File: config.mk
export PLATFORM = sky130hd
export DESIGN_NAME = cla_addsub_pipe
export DESIGN_NICKNAME = d
export VERILOG_FILES = /design/src/rtl/alu_pkg.sv /design/src/rtl/cla_slice.sv /design/src/rtl/cla_addsub_pipe.sv
export SDC_FILE = /design/constraint.sdc
export NUM_CORES = 1
export LEC_CHECK = 0
export ABC_AREA = 1
export ABC_CLOCK_PERIOD_IN_PS = 2300
export BUFFER_PORTS_ARGS = -buffer_cell sky130_fd_sc_hd__buf_4
export CORE_ASPECT_RATIO = 0.5
export CORE_MARGIN = 3
export CORE_UTILIZATION = 51
export CTS_CLUSTER_SIZE = 24
export DETAILED_ROUTE_END_ITERATION = 10
export PLACE_DENSITY = 0.86
export SYNTH_ARGS = -nofsm -noshare
export SYNTH_HDL_FRONTEND = slang
export SYNTH_SLANG_ARGS = --single-unit
File: constraint.sdc
create_clock -name clk -period 2.3 [get_ports clk]
set_input_delay 0.345 -clock clk [delete_from_list [all_inputs] [get_ports clk]]
set_output_delay 0.345 -clock clk [all_outputs]
set_load 0.02 [all_outputs]
File: src/rtl/alu_pkg.sv
`default_nettype none
// ============================================================================
// Package  : alu_pkg
// Brief    : Shared ALU datapath constants: operation encodings for the
//            adder/subtractor and bit positions for packed status flags.
// Revision : 1.0 - initial release
// ============================================================================
package alu_pkg;

    // Adder/subtractor operation select
    localparam logic OP_ADD = 1'b0;
    localparam logic OP_SUB = 1'b1;

    // Bit positions inside a packed 4-bit status word
    localparam int FLAG_C = 0;
    localparam int FLAG_V = 1;
    localparam int FLAG_Z = 2;
    localparam int FLAG_N = 3;

    // Packs individual status flags into the shared status-word layout
    function automatic logic [3:0] pack_flags(input logic c, input logic v,
                                              input logic z, input logic n);
        logic [3:0] flags;
        flags         = 4'b0000;
        flags[FLAG_C] = c;
        flags[FLAG_V] = v;
        flags[FLAG_Z] = z;
        flags[FLAG_N] = n;
        return flags;
    endfunction

endpackage : alu_pkg
`default_nettype wire

File: src/rtl/cla_slice.sv
`default_nettype none
// ============================================================================
// Module   : cla_slice
// Brief    : Combinational W-bit carry-lookahead adder slice. Carries inside
//            each GROUP-bit group are expanded as sums of generate terms;
//            groups are chained through block-level generate/propagate.
// Revision : 1.0 - initial release
// ============================================================================
module cla_slice #(
    parameter int W     = 8,
    parameter int GROUP = 4
) (
    input  logic [W-1:0] a,
    input  logic [W-1:0] b,
    input  logic         cin,
    output logic [W-1:0] sum,
    output logic         cout,
    output logic         c_msb_in
);

    localparam int C_NGRP = W / GROUP;

    logic [W-1:0] w_g;
    logic [W-1:0] w_p;
    logic [W:0]   w_c;

    assign w_g = a & b;
    assign w_p = a ^ b;

    // Per-bit carries from two-level lookahead: bit carries from the group
    // carry-in, group carry-out from block generate/propagate.
    always_comb begin
        logic v_gc;
        logic v_bg;
        logic v_bp;
        logic v_term;
        logic v_acc;
        w_c    = '0;
        v_gc   = cin;
        v_bg   = 1'b0;
        v_bp   = 1'b1;
        v_term = 1'b0;
        v_acc  = 1'b0;
        for (int j = 0; j < C_NGRP; j++) begin
            for (int i = 0; i < GROUP; i++) begin
                // Group carry-in propagated through all lower bits of the group
                v_term = v_gc;
                for (int m = 0; m < i; m++) begin
                    v_term = v_term & w_p[j*GROUP+m];
                end
                v_acc = v_term;
                // Each lower bit's generate, propagated up to bit i
                for (int k = 0; k < i; k++) begin
                    v_term = w_g[j*GROUP+k];
                    for (int m = k + 1; m < i; m++) begin
                        v_term = v_term & w_p[j*GROUP+m];
                    end
                    v_acc = v_acc | v_term;
                end
                w_c[j*GROUP+i] = v_acc;
            end
            v_bg = 1'b0;
            v_bp = 1'b1;
            for (int i = 0; i < GROUP; i++) begin
                v_bg = w_g[j*GROUP+i] | (w_p[j*GROUP+i] & v_bg);
                v_bp = v_bp & w_p[j*GROUP+i];
            end
            v_gc = v_bg | (v_bp & v_gc);
        end
        w_c[W] = v_gc;
    end

    assign sum      = w_p ^ w_c[W-1:0];
    assign cout     = w_c[W];
    assign c_msb_in = w_c[W-1];

endmodule : cla_slice
`default_nettype wire

File: src/rtl/cla_addsub_pipe.sv
`default_nettype none
// ============================================================================
// Module   : cla_addsub_pipe
// Brief    : Pipelined carry-lookahead adder/subtractor. The WIDTH-bit
//            operation is split into SEGMENTS slices, one per stage, with the
//            carry registered between stages. Valid/ready handshake with a
//            global stall; status flags produced in the last stage.
//            WIDTH must be a multiple of SEGMENTS*GROUP.
// Revision : 1.0 - initial release
// ============================================================================
module cla_addsub_pipe #(
    parameter int WIDTH    = 32,
    parameter int SEGMENTS = 4,
    parameter int GROUP    = 4
) (
    input  logic             clk,
    input  logic             rst,
    input  logic             in_valid,
    output logic             in_ready,
    input  logic [WIDTH-1:0] a,
    input  logic [WIDTH-1:0] b,
    input  logic             ci,
    input  logic             sub,
    output logic             out_valid,
    input  logic             out_ready,
    output logic [WIDTH-1:0] s,
    output logic             carry,
    output logic             overflow,
    output logic             zero,
    output logic             negative
);

    import alu_pkg::*;

    localparam int C_SW = WIDTH / SEGMENTS;

    logic                             w_advance;
    logic [WIDTH-1:0]                 w_b_eff;
    logic                             w_c_eff;

    // Stage-input buses: index k is what stage k consumes this cycle
    logic [SEGMENTS-1:0]              w_v;
    logic [SEGMENTS-1:0]              w_c;
    logic [SEGMENTS-1:0][WIDTH-1:0]   w_a;
    logic [SEGMENTS-1:0][WIDTH-1:0]   w_b;
    logic [SEGMENTS-1:0][WIDTH-1:0]   w_s;

    logic                             r_out_valid;
    logic [WIDTH-1:0]                 r_s;
    logic                             r_carry;
    logic                             r_ovf;
    logic                             r_zero;
    logic                             r_neg;

    // Whole pipe moves together; it only freezes when a result is waiting
    assign w_advance = !r_out_valid || out_ready;
    assign in_ready  = w_advance;

    // Subtraction becomes a + ~b + !ci
    assign w_b_eff = (sub == OP_SUB) ? ~b  : b;
    assign w_c_eff = (sub == OP_SUB) ? ~ci : ci;

    assign w_v[0] = in_valid;
    assign w_a[0] = a;
    assign w_b[0] = w_b_eff;
    assign w_c[0] = w_c_eff;
    assign w_s[0] = '0;

    genvar k;
    generate
        for (k = 0; k < SEGMENTS; k++) begin : g_stage
            logic [C_SW-1:0]  w_sum;
            logic             w_cout;
            logic [WIDTH-1:0] w_res;

            // Merge this stage's slice into the partial result carried so far
            always_comb begin
                w_res = w_s[k];
                w_res[k*C_SW +: C_SW] = w_sum;
            end

            if (k < SEGMENTS - 1) begin : g_mid
                logic             w_cmsb_unused;
                logic             r_v;
                logic             r_c;
                logic [WIDTH-1:0] r_a;
                logic [WIDTH-1:0] r_b;
                logic [WIDTH-1:0] r_acc;

                cla_slice #(
                    .W     (C_SW),
                    .GROUP (GROUP)
                ) u_slice (
                    .a        (w_a[k][k*C_SW +: C_SW]),
                    .b        (w_b[k][k*C_SW +: C_SW]),
                    .cin      (w_c[k]),
                    .sum      (w_sum),
                    .cout     (w_cout),
                    .c_msb_in (w_cmsb_unused)
                );

                // Stage occupancy; cleared by reset so in-flight beats vanish
                always_ff @(posedge clk) begin
                    if (rst) begin
                        r_v <= 1'b0;
                    end else if (w_advance) begin
                        r_v <= w_v[k];
                    end
                end

                // Skew/deskew data; contents are don't-care while r_v is low
                always_ff @(posedge clk) begin
                    if (w_advance) begin
                        r_a   <= w_a[k];
                        r_b   <= w_b[k];
                        r_acc <= w_res;
                        r_c   <= w_cout;
                    end
                end

                assign w_v[k+1] = r_v;
                assign w_a[k+1] = r_a;
                assign w_b[k+1] = r_b;
                assign w_s[k+1] = r_acc;
                assign w_c[k+1] = r_c;
            end else begin : g_last
                logic             w_cmsb;
                // Lower operand slices were consumed by earlier stages
                logic [WIDTH-1:0] w_spent_unused;

                assign w_spent_unused = w_a[k] ^ w_b[k];

                cla_slice #(
                    .W     (C_SW),
                    .GROUP (GROUP)
                ) u_slice (
                    .a        (w_a[k][k*C_SW +: C_SW]),
                    .b        (w_b[k][k*C_SW +: C_SW]),
                    .cin      (w_c[k]),
                    .sum      (w_sum),
                    .cout     (w_cout),
                    .c_msb_in (w_cmsb)
                );

                // Output register: loads only on a valid beat so the result
                // and flags hold their last values across bubbles and stalls
                always_ff @(posedge clk) begin
                    if (rst) begin
                        r_out_valid <= 1'b0;
                        r_s         <= '0;
                        r_carry     <= 1'b0;
                        r_ovf       <= 1'b0;
                        r_zero      <= 1'b0;
                        r_neg       <= 1'b0;
                    end else if (w_advance) begin
                        r_out_valid <= w_v[k];
                        if (w_v[k]) begin
                            r_s     <= w_res;
                            r_carry <= w_cout;
                            r_ovf   <= w_cmsb ^ w_cout;
                            r_zero  <= (w_res == '0);
                            r_neg   <= w_res[WIDTH-1];
                        end
                    end
                end
            end
        end
    endgenerate

    assign out_valid = r_out_valid;
    assign s         = r_s;
    assign carry     = r_carry;
    assign overflow  = r_ovf;
    assign zero      = r_zero;
    assign negative  = r_neg;

endmodule : cla_addsub_pipe
`default_nettype wire

==> results of run 1 <==
power groups by stage:
stage | clock, W | combinational, W | sequential, W
after CTS | 0.00285 | 0.00115 | 0.00445
after global placement | 0 | 0.00104 | 0.00449
after detailed placement | 0 | 0.00110 | 0.00452
after floorplan | 0 | 0.000705 | 0.00449
after global routing | 0.00298 | 0.00134 | 0.00450
final | 0.00280 | 0.00119 | 0.00445
cell usage after synthesis, types with 7 or more instances:
library cell / n
edfxtp_1: 147
nor2_1: 68
nand2_1: 49
inv_1: 45
xor2_1: 42
ha_1: 40
dfxtp_1: 39
a21oi_1: 30
o21ai_0: 21
nand3_1: 17
o21ai_1: 13
xnor2_1: 10
fa_1: 8
buf_2: 7
per-layer routing:
metal  track usage, %  part of all wire [%]  vias up  wire (um)
met1             21.8                    42     2188       5820
met4             6.93                   1.8        0        251
li1                 -                     -     2228          -
met5                0                     0        -          0
met2             30.5                    51      135       7190
met3             3.28                   5.4       23        762
placed cells by master, fill, tap and decap left out, types with 2 or more instances in the layout:
cell type	n
fa_1	8
xnor2_1	9
ha_4	2
nand2_4	2
buf_12	2
inv_8	5
inv_1	45
dfxtp_1	39
nor2_1	67
nand4_1	3
inv_6	3
clkinv_4	2
xor2_1	42
inv_2	3
nand2_1	44
o211ai_1	2
ha_1	37
o21bai_2	2
o21ai_0	21
nand3_2	2
clkbuf_16	17
edfxtp_1	147
buf_4	121
o21bai_1	4
nand2_2	9
nand3_1	16
clkinvlp_4	2
clkinv_8	2
o21ai_1	13
a21oi_2	5
a21oi_1	26
logic make-up (layout without fill, tap and decap cells):
family                     after synthesis  after routing
and+or+nand+nor                        149            149
DFF                                    186            186
xor gates and xnor gates                53             53
buffers and inverters                   62            203
AOI/OAI and AO/OA                       74             74
adders and majority gates               48             48
repair_timing:
| item | 4_1_cts | 5_1_grt |
|---|---|---|
| resized for setup | 5 | 10 |
| gates cloned | 0 | 0 |
| endpoints found under the setup margin | 1 | 4 |
| hold endpoints to repair | 0 | 0 |
| hold buffers | 0 | 0 |
| pin swaps | 5 | 7 |
| setup buffers | 3 | 2 |
worst max-delay path, cell delays in order (launching register included):
cell      delay (ns)
edfxtp_1        0.41
ha_1            0.33
nand2_1         0.06
nor2_1          0.10
nand3_1         0.12
nand3b_4        0.12
fa_1            0.41
inv_1           0.08
nand3_2         0.10
nor2_2          0.09
nand3_1         0.09
nor2_1          0.13
nand4_1         0.10
a21oi_1         0.14
state kept, by name, summed over array words and instances, names as in the netlist:
| name | cells |
|---|---|
| s | 32 |
| g_stage.g_mid.r_b | 48 |
| zero | 1 |
| g_stage.g_mid.r_c | 3 |
| carry | 1 |
| overflow | 1 |
| g_stage.g_mid.r_v | 3 |
| out_valid | 1 |
| g_stage.g_mid.r_a | 48 |
| g_stage.g_mid.r_acc | 48 |
metrics by stage:
stage                     total power (W)  hold slack [ns]   TNS, ns  setup WS, ns
after floorplan                   0.00520            0.400  -0.00472      -0.00472
after global placement            0.00553            0.401         0        0.0531
after detailed placement          0.00562            0.405    -0.115       -0.0752
after CTS                         0.00845           0.0770         0       0.00222
after global routing              0.00882           0.0788    -0.264        -0.222
final                             0.00844           0.0927   -0.0457       -0.0457
area by class of cell:
type,count,area share [%]
clock buffer,17,4.52
inverter,48,1.91
timing repair buffer,123,10.1
sequential,186,55.2
multi-input combinational,324,24.1
tap,192,2.55
clock inverter,15,1.62
path summary, 6_finish.rpt:
kind	from	to	slack (ns)	cells after the start
worst max-delay path	g_stage[2].g_mid.r_a[24]	zero	-0.05	13
worst min register to register	g_stage[0].g_mid.r_acc[7]	g_stage[1].g_mid.r_acc[7]	0.42	0
worst min-delay path	a[11]	g_stage[0].g_mid.r_a[11]	0.09	1
worst max register to register	g_stage[2].g_mid.r_a[24]	zero	-0.05	13
==> reports/metrics.yaml, run 1 <==
run_status:
  run_status: "complete, but fails checks"
  violations: "setup timing"
cells_and_area:
  diode_count: 0
  final_net_count: 818
  fin_util_pct: 66.9
  multi_input_comb_area_mm2: 0.00227
  final-seq-area_mm2: 0.00519
  num-fill-cells: 966
  finalNonFillerCells: 905
  layout-drive-gt1-share_pct: 26.2
  fin_area_mm2: 0.00941
  layout-area-overhead-vs-synth_pct: 23.5
synth:
  yosys.area_share.simple_pct: 8.40
  yosys_warnings: 0
  number_of_enable_type_register_cells_in_the_synthesized_netlist: 147
  mappedNetlistArea_mm2: 0.00762
  netlist.top_cell.by_area: "edfxtp_1"
  synthesis.area_per_instance_um2: 13.3
  mappedNetlistNets: 690
  post_synth_xor_area_fraction_pct: 6.19
  main_combinational_cell_family_by_area_after_synthesis: "adder cells"
  yosys.area.top_type_share_pct: 57.9
  synth_seq_cells: 186
  yosysUniqueCellTypes: 30
  synth_compound_gate_area_share_pct: 5.24
  synth_seq_area_share_pct: 68.1
  post_synth_inst_count: 572
  synth_async_sr_flop_share_pct: 0
  synth-adder-area-share_pct: 8.67
  synth_mux_area_share_pct: 0
  synth_area_leaders: "edfxtp_1, dfxtp_1, ha_1, xor2_1, nor2_1"
  synth-main-ff-cell: "edfxtp_1"
setup_path:
  setup.worst_path.class: "reg -> reg"
  sort_of_element_at_the_end_of_the_critical_path: "register"
  data_arrival_time_at_the_worst_slack_endpoint_ns: 2.70
  worst-path-max-fanout: 2
  cp.required_ns: 2.66
  critPathLaunchType: "register"
drt:
  vias_per_cell: 5.05
  detailedRoute.firstIterationViolations: 275
  drt-total-wl_um: 14000
  antenna_left: 0
  detailroute.via_count: 4574
  detail_route.first_pass.iterations: 5
  route.detailed.wl_per_inst_um: 15.5
  drc: 0
sta:
  max_slew_margin_pct: 64.5
  slew_at_the_pin_closest_to_its_max_slew_limit_ns: 0.532
  setup_slack_ns: -0.0457
  grt_setup_unrepaired: "yes"
  final_min_period_over_clock_period_pct: 102
  period_needed_ns: 2.35
  hold_violation_total_from_the_final_report: 0
  clock.fmax_mhz: 426
  max_slew_vio_count: 0
  clock_skew_ns: 0.00957
  final-setup-viol-count: 1
place:
  placedInstanceArea_mm2: 0.00872
  placement.io_buffers: 107
  place_congestion: 0.845
  numPlacedInstances: 868
  dp_hpwl_um: 9670
power_and_ir_drop:
  power_density_mw_per_mm2: 897
  power_frac_comb_pct: 14.1
  power_switching_w: 0.00222
  cellInternalPower_w: 0.00622
  sw_frac_of_total_pct: 26.3
  pwr-share-clk_pct: 33.2
  power.ir.vdd_worst_uv: 469
  power.sequential.fraction_pct: 52.7
  total_leakage_power_nw: 4.03
die:
  initial_utilization_pct: 54.2
  io_pins: 108
  die_width_um: 179
  fp.coreArea_mm2: 0.0141
  die_area_mm2: 0.0165
  die_y_um: 92.5
  rows: 30
global_route:
  grt_max_degree: 81
  globalRouteOverflowTotal: 0
  grt_antenna_before_repair: 0
  grt_pass1_wl_um: 22300
  grt_pass1_vias: 4613
  global_route.usage.total_pct: 17.5
clocking:
  cts.sinks: 186
  path_clk_slew_ns: 0.08
  cts.htree.levels: 4
  cts-root-buf: "clkbuf_16"
  cts_tree: "done"
  clockBufferDepth: 2
  cts_inserted_buffers: 17
  clock_insertion_delay_worst_skew_ns: 0.42
min_path:
  hold_path.class: "in -> reg"
job:
  cap_violations: 0
Note: power is estimated with default switching activity, not from simulation.
==> run 2, diff against run 1 <==
--- a/config.mk
+++ b/config.mk
@@ -6,14 +6,15 @@
 export NUM_CORES = 1
 export LEC_CHECK = 0
 export ABC_AREA = 1
-export ABC_CLOCK_PERIOD_IN_PS = 2300
+export ABC_CLOCK_PERIOD_IN_PS = 2500
 export BUFFER_PORTS_ARGS = -buffer_cell sky130_fd_sc_hd__buf_4
 export CORE_ASPECT_RATIO = 0.5
 export CORE_MARGIN = 3
-export CORE_UTILIZATION = 51
+export CORE_UTILIZATION = 55
 export CTS_CLUSTER_SIZE = 24
 export DETAILED_ROUTE_END_ITERATION = 10
-export PLACE_DENSITY = 0.86
+export MAX_ROUTING_LAYER = met4
+export PLACE_DENSITY = 0.88
 export SYNTH_ARGS = -nofsm -noshare
 export SYNTH_HDL_FRONTEND = slang
 export SYNTH_SLANG_ARGS = --single-unit
==> constraint.sdc (replaced) <==
create_clock -name clk -period 2.5 [get_ports clk]
set_input_delay 0.375 -clock clk [delete_from_list [all_inputs] [get_ports clk]]
set_output_delay 0.375 -clock clk [all_outputs]
set_load 0.02 [all_outputs]
==> reports/metrics.yaml, run 2 (synthesized netlist as in run 1, its figures left out) <==
sta:
  max_slew_margin_pct: 47.5  # -17 points
  slew_at_the_pin_closest_to_its_max_slew_limit_ns: 0.788  # +0.255 ns
  setup_slack_ns: 0.156  # +0.201 ns
  clock.fmax_mhz: 427  # about the same
  final-setup-viol-count: 0  # -1
  max_slew_vio_count: 0  # unchanged
  setup_total_negative_slack_ns: 0  # +0.0457 ns
  final_min_period_over_clock_period_pct: 93.8  # -8.2 points
  period_needed_ns: 2.34  # -0.00131 ns
  hold_violation_total_from_the_final_report: 0  # unchanged
  clock_skew_ns: 0.0108  # +0.00120 ns
min_path:
  min_delay_path_depth: 1  # unchanged
  worst_hold_path.endpoint: "g_stage[0].g_mid.r_a[12]"
  min_from: "a[12]"
  hold_path.class: "in -> reg"
setup_path:
  crit_buf_inv: 1  # unchanged
  worst-path-max-fanout: 4  # +2
  regToRegEndpoint: "zero"
  sort_of_element_at_the_end_of_the_critical_path: "register"
  timing.reg2reg.worst_path_depth: 15  # +2
  path_depth: 15  # +2
  worst_r2r_startpoint: "g_stage[2].g_mid.r_b[25]"
  timing.critical_path.slowest_stage_cell: "fa_1"
  data_arrival_time_at_the_worst_slack_endpoint_ns: 2.69  # about the same
  cp.required_ns: 2.84  # +0.18 ns
  timing.critical_path.slowest_cell_delay_ns: 0.44  # +0.03 ns
  crit_chain: "ha_4 > nand2_2 > nand2_1 > nand2_1 > nand2_1 > nand2_1 > nand3b_4 > fa_1 > inv_1 > nand3_1 > nor2_1 > nand3_1 > nor2_1 > nand4_1 > a21oi_1"
  reg2reg_slack_ns: 0.16  # +0.20 ns
  cp_top_family: "simple AND/OR/NAND/NOR gates"
  critPathLaunchType: "register"
  crit_top_cell: "nand2_1"
  setup.worst_path.class: "reg -> reg"
global_route:
  grt_max_degree: 64  # -21%
  grt_pass1_vias: 4334  # -6.0%
  grt_pass1_wl_um: 21400  # -4.2%
  grt_antenna_before_repair: 0  # unchanged
  global_route.usage.total_pct: 18.5  # +1.0 points
  globalRouteOverflowTotal: 0  # unchanged
drt:
  detailroute.via_count: 4454  # -2.6%
  detail_route.first_pass.iterations: 5  # unchanged
  vias_per_cell: 5.00  # -1.1%
  detailedRoute.firstIterationViolations: 333  # +21%
  drt-total-wl_um: 13700  # -2.5%
  drc: 0  # unchanged
  route.detailed.wl_per_inst_um: 15.3  # -0.99%
  antenna_left: 0  # unchanged
clocking:
  cts_tree: "done"
  cts.htree.levels: 4  # unchanged
  cts_inserted_buffers: 17  # unchanged
  path_clk_slew_ns: 0.07  # about the same
  cts-root-buf: "clkbuf_16"
  clock_insertion_delay_worst_skew_ns: 0.41  # about the same
  clockBufferDepth: 2  # unchanged
  cts.sinks: 186  # unchanged
cells_and_area:
  layout-drive-gt1-share_pct: 22.6  # -3.7 points
  layout-area-overhead-vs-synth_pct: 21.0
  fin_area_mm2: 0.00923  # -2.0%
  diode_count: 0  # unchanged
  final_net_count: 810  # -0.98%
  leading_cell_type_in_the_layout_fill_and_taps_excluded: "edfxtp_1"
  most-common-layout-cells: "edfxtp_1, buf_4, nor2_1"
  registers_with_the_most_flip_flops: "g_stage.g_mid.r_a (48), g_stage.g_mid.r_acc (48), g_stage.g_mid.r_b (48)"
  fin_util_pct: 70.4  # +3.6 points
place:
  placedInstanceArea_mm2: 0.00864  # -0.86%
  dp_hpwl_um: 9640  # -0.37%
  place_congestion: 0.879  # +4.0%
  placement.io_buffers: 107  # unchanged
  pre_cts_slack_ns: 0.108  # +0.183 ns
die:
  die_area_mm2: 0.0154  # -6.9%
  io_pins: 108  # unchanged
  die_width_um: 173  # -3.6%
  fp.coreArea_mm2: 0.0131  # -6.9%
  initial_utilization_pct: 58.2  # +4.0 points
  rows: 29  # -3.3%
  die_y_um: 89.3  # -3.5%
job:
  cap_violations: 0  # unchanged
run_status:
  run_status: "finished clean"
power_and_ir_drop:
  total_leakage_power_nw: 3.93  # -2.5%
  power_density_mw_per_mm2: 823  # -8.2%
  power.ir.vdd_worst_uv: 564  # +20%
-- run 2: final cells by class --
type | count | area, um^2
tap | 186 | 233
sequential | 186 | 5190
timing repair buffer | 115 | 863
clock buffer | 20 | 437
inverter | 48 | 180
clock inverter | 12 | 104
multi-input combinational | 324 | 2210
fill | 903 | 3870
-- run 2: worst reg2reg max path: stages, from the launching register on --
cell and delay (ns):
edfxtp_1 0.43, ha_4 0.29, nand2_2 0.08, nand2_1 0.06, nand2_1 0.05, nand2_1 0.05
nand2_1 0.09, nand3b_4 0.11, fa_1 0.44, inv_1 0.07, nand3_1 0.10, nor2_1 0.11
nand3_1 0.08, nor2_1 0.12, nand4_1 0.08, a21oi_1 0.12
-- run 2: worst max-delay path by stage --
| stage | start | endpoint | slack, ns |
|---|---|---|---|
| global route | g_stage[2].g_mid.r_a[26] | zero | -0.03 |
| CTS | g_stage[2].g_mid.r_a[25] | zero | 0.05 |
| floorplan | sub | g_stage[0].g_mid.r_acc[7] | 0.1 |
| global placement | sub | g_stage[0].g_mid.r_acc[7] | 0.22 |
| finish | g_stage[2].g_mid.r_b[25] | zero | 0.16 |
| detailed placement | g_stage[2].g_mid.r_a[25] | zero | 0.11 |
-- run 2: where the power goes --
part | internal (W) | leakage, nW | switching (W)
sequential | 0.00391 | 1.87 | 0.000187
clock | 0.00137 | 0.251 | 0.00110
combinational | 0.000444 | 1.81 | 0.000582
-- run 2: routing by layer --
metal  GRT usage (%)  up-vias  part of all wire [%]
li1                -     2201                     -
met3            3.82       18                   4.5
met2            31.2      115                    51
met4            5.59        0                   1.0
met1            23.3     2120                    44
met5               -        -                     0
-- run 2: repair_timing --
item                       4_1_cts  5_1_grt
resized for setup                0        4
buffers inserted                 0        1
hold buffers                     0        0
setup endpoints to repair        0        1
-- run 2: per-stage QoR --
| stage | hold WS, ns | total power (W) | std cells |
|---|---|---|---|
| finish | 0.139 | 0.00759 | 891 |
| floorplan | 0.400 | 0.00477 | 572 |
| global route | 0.111 | 0.00796 | 891 |
| detailed placement | 0.405 | 0.00517 | 858 |
| global placement | 0.402 | 0.00508 | 858 |
| CTS | 0.120 | 0.00761 | 890 |
